$ cat src/rtl/alarm_beeper.sv
// Alarm beeper: turns a level alarm request into a fixed train of tone
// bursts on a piezo, with a level cancel that wins over everything else.
module alarm_beeper #(
    parameter int TONE_DIV   = 12500,
    parameter int BEEP_ON    = 12500000,
    parameter int BEEP_OFF   = 12500000,
    parameter int BEEP_COUNT = 5
) (
    input  logic clk,
    input  logic reset,
    input  logic trigger,
    input  logic silence,
    output logic speaker,
    output logic active,
    output logic done
);

    localparam int PH_MAX = (BEEP_ON > BEEP_OFF) ? BEEP_ON : BEEP_OFF;
    localparam int TW = (TONE_DIV > 1) ? $clog2(TONE_DIV) : 1;
    localparam int PW = (PH_MAX > 1) ? $clog2(PH_MAX) : 1;
    localparam int BW = (BEEP_COUNT > 1) ? $clog2(BEEP_COUNT) : 1;

    localparam logic [TW-1:0] TONE_LAST = TW'(TONE_DIV - 1);
    localparam logic [PW-1:0] ON_LAST   = PW'(BEEP_ON - 1);
    localparam logic [PW-1:0] OFF_LAST  = PW'(BEEP_OFF - 1);
    localparam logic [BW-1:0] BEEP_LAST = BW'(BEEP_COUNT - 1);

    typedef enum logic [1:0] {
        IDLE,
        TONE_ON,
        TONE_OFF,
        HOLD
    } state_t;

    state_t        state_q, state_d;
    logic [TW-1:0] tone_cnt_q, tone_cnt_d;
    logic [PW-1:0] phase_q, phase_d;
    logic [BW-1:0] beep_q, beep_d;
    logic          tone_q, tone_d;
    logic          spk_q, spk_d;
    logic          done_q, done_d;

    always_comb begin
        state_d    = state_q;
        tone_cnt_d = tone_cnt_q;
        phase_d    = phase_q;
        beep_d     = beep_q;
        tone_d     = tone_q;
        done_d     = 1'b0;

        if (silence) begin
            state_d    = IDLE;
            tone_cnt_d = '0;
            phase_d    = '0;
            beep_d     = '0;
            tone_d     = 1'b0;
        end else begin
            case (state_q)
                IDLE: begin
                    if (trigger) begin
                        state_d    = TONE_ON;
                        tone_cnt_d = '0;
                        phase_d    = '0;
                        beep_d     = '0;
                        tone_d     = 1'b0;
                    end
                end
                TONE_ON: begin
                    if (tone_cnt_q == TONE_LAST) begin
                        tone_cnt_d = '0;
                        tone_d     = ~tone_q;
                    end else begin
                        tone_cnt_d = tone_cnt_q + 1'b1;
                    end
                    if (phase_q == ON_LAST) begin
                        phase_d    = '0;
                        tone_cnt_d = '0;
                        tone_d     = 1'b0;
                        if (beep_q == BEEP_LAST) begin
                            state_d = HOLD;
                            done_d  = 1'b1;
                        end else begin
                            state_d = TONE_OFF;
                        end
                    end else begin
                        phase_d = phase_q + 1'b1;
                    end
                end
                TONE_OFF: begin
                    if (phase_q == OFF_LAST) begin
                        phase_d    = '0;
                        beep_d     = beep_q + 1'b1;
                        tone_cnt_d = '0;
                        tone_d     = 1'b0;
                        state_d    = TONE_ON;
                    end else begin
                        phase_d = phase_q + 1'b1;
                    end
                end
                HOLD: begin
                    // Wait for the request to drop so one assertion gives one sequence.
                    if (!trigger) begin
                        state_d = IDLE;
                    end
                end
                default: begin
                    state_d = IDLE;
                end
            endcase
        end
    end

    assign spk_d = (state_d == TONE_ON) & tone_d;

    always_ff @(posedge clk or posedge reset) begin
        if (reset) begin
            state_q    <= IDLE;
            tone_cnt_q <= '0;
            phase_q    <= '0;
            beep_q     <= '0;
            tone_q     <= 1'b0;
            spk_q      <= 1'b0;
            done_q     <= 1'b0;
        end else begin
            state_q    <= state_d;
            tone_cnt_q <= tone_cnt_d;
            phase_q    <= phase_d;
            beep_q     <= beep_d;
            tone_q     <= tone_d;
            spk_q      <= spk_d;
            done_q     <= done_d;
        end
    end

    assign speaker = spk_q;
    assign active  = (state_q == TONE_ON) || (state_q == TONE_OFF);
    assign done    = done_q;

endmodule

$ cat config.mk
export PLATFORM = sky130hd
export DESIGN_NAME = alarm_beeper
export DESIGN_NICKNAME = d
export VERILOG_FILES = /design/src/rtl/alarm_beeper.sv
export SDC_FILE = /design/constraint.sdc
export NUM_CORES = 1
export LEC_CHECK = 0
export BUFFER_PORTS_ARGS = -buffer_cell sky130_fd_sc_hd__buf_2
export CAP_MARGIN = 40
export CORE_ASPECT_RATIO = 1.75
export CORE_MARGIN = 3
export CORE_UTILIZATION = 50
export CTS_BUF_LIST = sky130_fd_sc_hd__clkbuf_16
export CTS_CLUSTER_DIAMETER = 60
export DETAILED_ROUTE_END_ITERATION = 16
export PLACE_DENSITY = 0.67
export SYNTH_ARGS = -nofsm -noshare
export SYNTH_HDL_FRONTEND = slang
export SYNTH_SLANG_ARGS = --single-unit
$ cat constraint.sdc
create_clock -name clk -period 6.3 [get_ports clk]
set_clock_uncertainty 0.1 [all_clocks]
set_input_delay 0.315 -clock clk [delete_from_list [all_inputs] [get_ports clk]]
set_output_delay 0.315 -clock clk [all_outputs]
set_load 0.05 [all_outputs]
==> Flow_metrics.wiki, run 1 <==
{| class="wikitable"
! Metric !! Value
|-
| Run status || finished clean
|-
| Top cell type by total area after synthesis || dfrtp_1
|-
| Leakage power summed over all cells || around 1.2 nW
|-
| Transition at the pin with the smallest max-transition slack || between 0.7 and 0.8 ns
|-
| TNS Setup || 0 ns
|-
| Switching Fraction || 23.93%
|-
| All-Layer GR Usage || roughly a fifth
|-
| Clock Pin Slew Worst Setup and Hold Paths || 0.06 ns
|-
| Clk sinks || 46
|-
| Main combinational cell family by area after synthesis || simple AND/OR/NAND/NOR gates
|-
| Synthesized net count || 293
|-
| Number of global-route vias before repair || 2050
|-
| Layout overhead on the synthesized area || 8.787%
|-
| Number of flops mapped to enable cells by yosys || 0
|-
| Final period util || 39.95%
|-
| Synth Cell Area || roughly 2600 um2
|-
| Clock network fraction of total power || 41.2%
|-
| Source-to-sink clock delay at the later pin of the worst-skew pair || between 0.2 and 0.3 ns
|-
| Upper clock frequency limit || between 300 and 400 MHz
|-
| Half-perimeter wire length after placement || 4124 um
|-
| Number of antenna violations at the first check in global routing || 0
|-
| Synthesized area per cell || a little over 9 um2
|-
| Maximum Capacitance Violations || 0
|-
| Antenna fix cells || 0
|-
| Die Area || 6179 um2
|-
| Post-synthesis async set-or-reset flop share || 100.0%
|-
| Number of CTS-inserted buffers || 5
|-
| Layout cell share with drive strength beyond 1 || 9.028%
|-
| Num ports || 7
|-
| Remaining design rule violation count || 0
|-
| TritonCTS clock tree || yes
|-
| Number of standard-cell rows in the floorplan || 34
|-
| Leading register cell type out of synthesis || dfrtp_1
|-
| Part of the Yosys area used for sequential elements || between 40% and 50%
|-
| First-pass GRT wire length || 9377 um
|-
| Setup repair after global routing missed its margin || false
|-
| Launching element type of the critical path || register
|-
| Yosys warning total || 0
|-
| Crit Path Category || register to register
|-
| Share of the core filled with cells || approximately 57%
|-
| Synthesized-area fraction occupied by ao, oa, aoi and oai cells || 12.61%
|-
| Number of H-tree branching levels || 2
|-
| Synthesis-stage register bit count || 46
|-
| Cell Int Power || around 450 uW
|-
| Worst IR drop on VDD || 121.0 uV
|-
| Core Region || 5020 um2
|-
| Number of gates given a new drive strength after cts || 0
|-
| Critical path data arrival time || 2.55 ns
|-
| Pwr/cell area || approximately 210 nW/um2
|-
| Total wire length || 5503 um
|-
| Largest net degree at the start of global routing || 29
|-
| Pins over their slew limit || 0
|-
| Min cycle time layout || 2.517 ns
|-
| Pwr Total || 595.7 uW
|-
| Data required time of the worst path || 6.33 ns
|-
| Crit. End Element || register
|-
| DR pass1 iterations || 4
|-
| Final net count || between 300 and 400
|-
| P_sw || 142.6 uW
|-
| Simple-Gate Fraction of Synth Area || about 28%
|-
| Arithmetic-cell share of the synthesized area counting full adders, half adders and majority gates || between 4 and 5%
|-
| Worst hold-check path type || input port to register
|-
| Worst-case headroom to the max-slew limit || 47.18%
|-
| Total setup violations reported at the end of the flow || 0
|-
| Maximum buffer depth of the clock tree || 2
|-
| Post-synthesis cell type count || 48
|-
| Die span in y || 101.8 um
|-
| Share of the synthesized netlist area taken by xor and xnor gates || just under 8%
|-
| Routed wirelength normalized by instance count || 16.09 um
|-
| Post-detailed-route via-to-cell ratio || roughly 6.0
|-
| Biggest area contributors in the synthesized netlist || dfrtp_1 44%, nor2_1 5.4%, xor2_1 5.3%
|-
| Power share of the combinational group || between 8 and 9%
|-
| Most common library cells after synthesis || 46 x dfrtp_1, 38 x nor2_1, 25 x nand2_1
|-
| Number of instances in the synthesized netlist || 280
|-
| CP max FO || 9
|-
| CTS root buf || clkbuf_16
|-
| Area fraction of the dominant cell type after synthesis || ~44%
|-
| Most repeated cell in the gate-level netlist after synthesis || dfrtp_1
|-
| Share of cell area taken by muxes after synthesis || 0.8596%
|-
| Leftover overflow at the end of global routing || 0
|-
| Routed vias || 2062
|-
| DRT antenna net count || 0
|-
| Starting density of the core || between 50 and 60%
|-
| Sequential share of power || about half
|-
| Final GP Congestion || around 0.83
|-
| IO buf count || 6
|-
| Initial DRC count || 93
|-
| Die outline width || around 61 um
|-
| Hold Vio Cnt, Final || 0
|}
[state kept, by name (all words and copies together) (netlist names)]
name and flops:
beep_q 3, done 1, phase_q 24, speaker 1, state_q 2, tone_cnt_q 14, tone_q 1
[layout by cell type (no fill, tap or decap), drive strengths merged, types with 3 or more instances in the layout]
cell,Yosys,final
o21ai,10,10
and4,4,4
inv,8,10
nand2,25,25
or4,5,5
ha,9,9
a31oi,6,6
and2,3,3
nand3,11,11
a21oi,17,17
and3,7,7
nor3,5,5
or3,5,5
o31ai,6,6
a21o,3,3
clkbuf,4,5
dfrtp,46,46
nand2b,4,4
xor2,16,16
a211o,3,3
nor2,39,39
nor4,4,4
xnor2,7,7
nor4b,3,3
buf,3,7
nand4,10,10
[path summary, 6_finish.rpt]
| path | start | to | slack, ns | cells after the start |
|---|---|---|---|---|
| min in group asynchronous | reset | phase_q[20]$_DFFE_PP0P_ | 0.47 | 3 |
| worst min register to register | tone_cnt_q[1]$_DFFE_PP0P_ | tone_cnt_q[1]$_DFFE_PP0P_ | 0.41 | 2 |
| worst max register to register | state_q[1]$_DFF_PP0_ | phase_q[13]$_DFFE_PP0P_ | 3.78 | 8 |
| max in group asynchronous | reset | beep_q[2]$_DFFE_PP0P_ | 5.13 | 4 |
| worst min-delay path | silence | tone_q$_DFF_PP0_ | 0.31 | 2 |
| worst max-delay path | state_q[1]$_DFF_PP0_ | phase_q[13]$_DFFE_PP0P_ | 3.78 | 8 |
[routing by layer]
layer | global-route usage, % | vias up | share of wire [%]
met1 | 22.06 | 1021 | 40
met4 | 7.346 | 0 | 1.7
met2 | 36.77 | 16 | 56
li1 | - | 1018 | -
met5 | 0 | - | 0
met3 | 3.827 | 7 | 1.6
[final cells by class]
type	count	area, um2
clock buffer	5	125.1
clock inverter	2	7.507
fill	459	2170
inverter	8	30.03
multi-input combinational	219	1409
sequential	46	1151
tap	54	67.56
timing repair buffer	8	60.06
[per-stage QoR]
stage | instances | hold WS, ns | setup slack (ns) | cell area (um2)
2_1_floorplan | 280 | 0.3677 | 3.905 | 2620
3_3_place_gp | 333 | 0.3824 | 3.782 | 2688
3_5_place_dp | 334 | 0.2387 | 3.803 | 2708
4_1_cts | 342 | 0.3020 | 3.781 | 2850
5_1_grt | 342 | 0.3187 | 3.581 | 2850
6_report | 342 | 0.3138 | 3.783 | 2850
[critical path, cell delays in order, from the launching register on]
cell and delay [ns]:
dfrtp_1 0.44, inv_1 0.13, ha_1 0.34, mux2_2 0.40, o2111ai_1 0.37, nor2_1 0.18, and3_1 0.23, xnor2_1 0.13
nor2_1 0.06
[repair_timing]
| action | CTS | global route |
|---|---|---|
| endpoints found under the hold margin | 18 | 0 |
| hold buffers | 1 | 0 |
| buffers inserted | 0 | 0 |
[power groups by stage]
stage	clock network, mW	registers, mW	logic, mW
floorplan	0	0.305	0.0388
global placement	0	0.305	0.0493
detailed placement	0	0.305	0.0507
CTS	0.253	0.300	0.0511
global route	0.269	0.300	0.0565
finish	0.245	0.300	0.0505
[cell families after synthesis]
group,count (synthesis)
multiplexers,2
buffers and inverters,15
XOR/XNOR,23
adder cells (fa/ha/maj),9
flip-flops,46
AO/OA/AOI/OAI,50
AND/OR/NAND/NOR,135
(Power assumes the default switching activity.)
==> inputs of run 2 (changes only) <==
==> constraint.sdc (replaced) <==
create_clock -name clk -period 2.49 [get_ports clk]
set_clock_uncertainty 0.1 [all_clocks]
set_input_delay 0.1245 -clock clk [delete_from_list [all_inputs] [get_ports clk]]
set_output_delay 0.1245 -clock clk [all_outputs]
set_load 0.05 [all_outputs]
==> Flow_metrics.wiki, run 2 (synthesis gave the netlist of run 1 again) <==
{| class="wikitable"
! Metric !! Value
|-
| Core Region || 5020 um2 (unchanged)
|-
| Transition at the pin with the smallest max-transition slack || 0.5763 ns (-0.2159 ns)
|-
| Sequential share of power || 45.6% (-4.7 points)
|-
| Final GP Congestion || 0.8120 (-2.4%)
|-
| Leftover overflow at the end of global routing || 0 (unchanged)
|-
| All-Layer GR Usage || 19.47% (-0.63 points)
|-
| Initial DRC count || 95 (+2.2%)
|-
| Clk sinks || 46 (unchanged)
|-
| Total wire length || 5379 um (-2.3%)
|-
| Reg-to-reg startpoint || state_q[1]$_DFF_PP0_
|-
| Number of H-tree branching levels || 2 (unchanged)
|-
| Crit Path Category || register to register
|-
| Path depth of the worst reg2reg path || 8 (unchanged)
|-
| Critical path data arrival time || 2.37 ns (-0.18 ns)
|-
| Worst-case headroom to the max-slew limit || 61.52% (+14 points)
|-
| Hold Vio Cnt, Final || 0 (unchanged)
|-
| Global-route met2 utilization || 35.70% (-1.1 points)
|-
| DR pass1 iterations || 4 (unchanged)
|-
| Run status || finished clean
|-
| Number of standard-cell rows in the floorplan || 34 (unchanged)
|-
| Launching element type of the critical path || register
|-
| Most common library cell in the layout ignoring fill and taps || dfrtp_1
|-
| Worst hold path stage count || 2 (unchanged)
|-
| Number of flip-flops under the largest register name || 24 (unchanged)
|-
| Post-route cell area || 2998 um2 (+5.2%)
|-
| Reg2Reg Capture Point || phase_q[13]$_DFFE_PP0P_
|-
| Crit. End Element || register
|-
| Layout overhead on the synthesized area || 14.42%
|-
| CP max FO || 9 (unchanged)
|-
| DRT antenna net count || 0 (unchanged)
|-
| P_sw || 384.7 uW (+170%)
|-
| Switching Fraction || 23.23% (-0.71 points)
|-
| Number of global-route vias before repair || 2024 (-1.3%)
|-
| TNS Setup || 0 ns (unchanged)
|-
| Post-detailed-route via-to-cell ratio || 5.882 (-2.4%)
|-
| Number of CTS-inserted buffers || 5 (unchanged)
|-
| TritonCTS clock tree || yes
|-
| Clock Pin Slew Worst Setup and Hold Paths || 0.06 ns (about the same)
|-
| Routed wirelength normalized by instance count || 15.15 um (-5.8%)
|-
| Source-to-sink clock delay at the later pin of the worst-skew pair || 0.29 ns (about the same)
|-
| Worst hold-check path type || input port to register
|-
| Met3 routing resource usage after global routing || 2.934% (-0.89 points)
|-
| Upper clock frequency limit || 431.9 MHz (+8.7%)
|-
| Hold Startpoint || silence
|-
| Largest reg by FF count || phase_q
|-
| Antenna fix cells || 0 (unchanged)
|-
| Number of antenna violations at the first check in global routing || 0 (unchanged)
|-
| Clock network fraction of total power || 45.6% (+4.4 points)
|-
| Met1 track demand over resource in global routing || 21.84% (-0.22 points)
|-
| Fillers || 450 (-2.0%)
|-
| Pwr Total || 1.656 mW (+180%)
|-
| Routed vias || 2088 (+1.3%)
|-
| Total setup violations reported at the end of the flow || 0 (unchanged)
|-
| Pwr/cell area || 552.5 nW/um2 (+160%)
|-
| Maximum Capacitance Violations || 0 (unchanged)
|-
| Flop-to-flop setup slack || 0.17 ns (-3.61 ns)
|-
| Layout cell share with drive strength beyond 1 || 14.95% (+5.9 points)
|-
| Power share of the combinational group || 8.8% (+0.3 points)
|-
| Maximum buffer depth of the clock tree || 2 (unchanged)
|-
| Cell Int Power || 1.272 mW (+180%)
|-
| Most Used Layer, Global Route || met2
|-
| Worst IR drop on VDD || 509.0 uV (+320%)
|-
| Final net count || 313 (+4.0%)
|-
| Setup repair after global routing missed its margin || false
|-
| Final standard cell count with taps included and fillers excluded || 355 (+3.8%)
|-
| Pins over their slew limit || 0 (unchanged)
|-
| Placed inst area || 2805 um2 (+3.6%)
|-
| Largest net degree at the start of global routing || 26 (-10%)
|-
| Die span in y || 101.8 um (unchanged)
|-
| CTS root buf || clkbuf_16
|-
| Min cycle time layout || 2.315 ns (-0.2020 ns)
|-
| Leakage power summed over all cells || 1.273 nW (+5.7%)
|-
| Die outline width || 60.72 um (unchanged)
|-
| Die Area || 6179 um2 (unchanged)
|-
| Starting density of the core || 52.19% (unchanged)
|-
| Remaining design rule violation count || 0 (unchanged)
|-
| Hold-critical path endpoint || tone_q$_DFF_PP0_
|-
| Num ports || 7 (unchanged)
|-
| Leading cell types in the layout, fill and taps excluded || 46 x dfrtp_1, 37 x nor2_1, 25 x nand2_1
|-
| Share of the core filled with cells || 59.72% (+2.9 points)
|-
| IO buf count || 6 (unchanged)
|-
| Number of cells after detailed placement || 346 (+3.6%)
|-
| Final period util || 92.98% (+53 points)
|-
| Data required time of the worst path || 2.54 ns (-3.79 ns)
|-
| Half-perimeter wire length after placement || 3994 um (-3.1%)
|-
| First-pass GRT wire length || 9259 um (-1.3%)
|-
| Largest registers ranked by flip-flop count || phase_q: 24 flops, tone_cnt_q: 14 flops, beep_q: 3 flops
|}
[run 2: worst max-delay path: stages, from the launching register on]
cell and delay (ns):
dfrtp_1 0.43, inv_1 0.13, ha_2 0.28, mux2_2 0.40, o2111ai_1 0.28, nor2_1 0.16, and3_1 0.22, xnor2_1 0.13
nor2_1 0.05
[run 2: final cells by class]
type / instances / area [um2] / area share (%)
timing repair buffer: 20 / 157.7 / 5.259
sequential: 46 / 1151 / 38.40
inverter: 8 / 30.03 / 1.002
clock buffer: 5 / 125.1 / 4.174
tap: 54 / 67.56 / 2.254
clock inverter: 3 / 45.04 / 1.503
multi-input combinational: 219 / 1421 / 47.41
[run 2: metrics by stage]
stage | hold slack, ns | setup WS [ns]
2_1_floorplan | 0.3163 | 0.09466
3_3_place_gp | 0.2973 | 0.07651
3_5_place_dp | 0.1198 | 0.04579
4_1_cts | 0.1121 | 0.02241
5_1_grt | 0.1592 | 0.02276
6_report | 0.1382 | 0.1749
[run 2: timing repair]
action / in CTS / in global routing
resized for setup: 0 / 4
setup buffers: 0 / 0
endpoints found under the setup margin: 0 / 25
hold buffers: 1 / 0
hold endpoints to repair: 24 / 0
[run 2: metal layers]
metal	vias to the layer above	wire length, um
li1	1040	-
met3	6	82
met5	-	0
met2	16	3012
met4	0	74
met1	1026	2210
[run 2: worst max path at each step]
stage	slack (ns)	start	endpoint	cells past startpoint
after global placement	0.08	state_q[1]$_DFF_PP0_	phase_q[20]$_DFFE_PP0P_	8
after floorplan	0.09	state_q[0]$_DFF_PP0_	phase_q[23]$_DFFE_PP0P_	8
final	0.17	state_q[1]$_DFF_PP0_	phase_q[13]$_DFFE_PP0P_	8
after global routing	0.02	state_q[1]$_DFF_PP0_	phase_q[23]$_DFFE_PP0P_	9
after detailed placement	0.05	state_q[1]$_DFF_PP0_	phase_q[20]$_DFFE_PP0P_	8
after CTS	0.02	state_q[1]$_DFF_PP0_	phase_q[20]$_DFFE_PP0P_	8
[run 2: power by group through the flow]
| stage | Sequential (mW) | Clock [mW] | Combinational (mW) |
|---|---|---|---|
| after floorplan | 0.771 | 0 | 0.0983 |
| after global placement | 0.770 | 0 | 0.137 |
| after detailed placement | 0.770 | 0 | 0.142 |
| after CTS | 0.756 | 0.775 | 0.144 |
| after global routing | 0.756 | 0.802 | 0.164 |
| final | 0.756 | 0.755 | 0.145 |
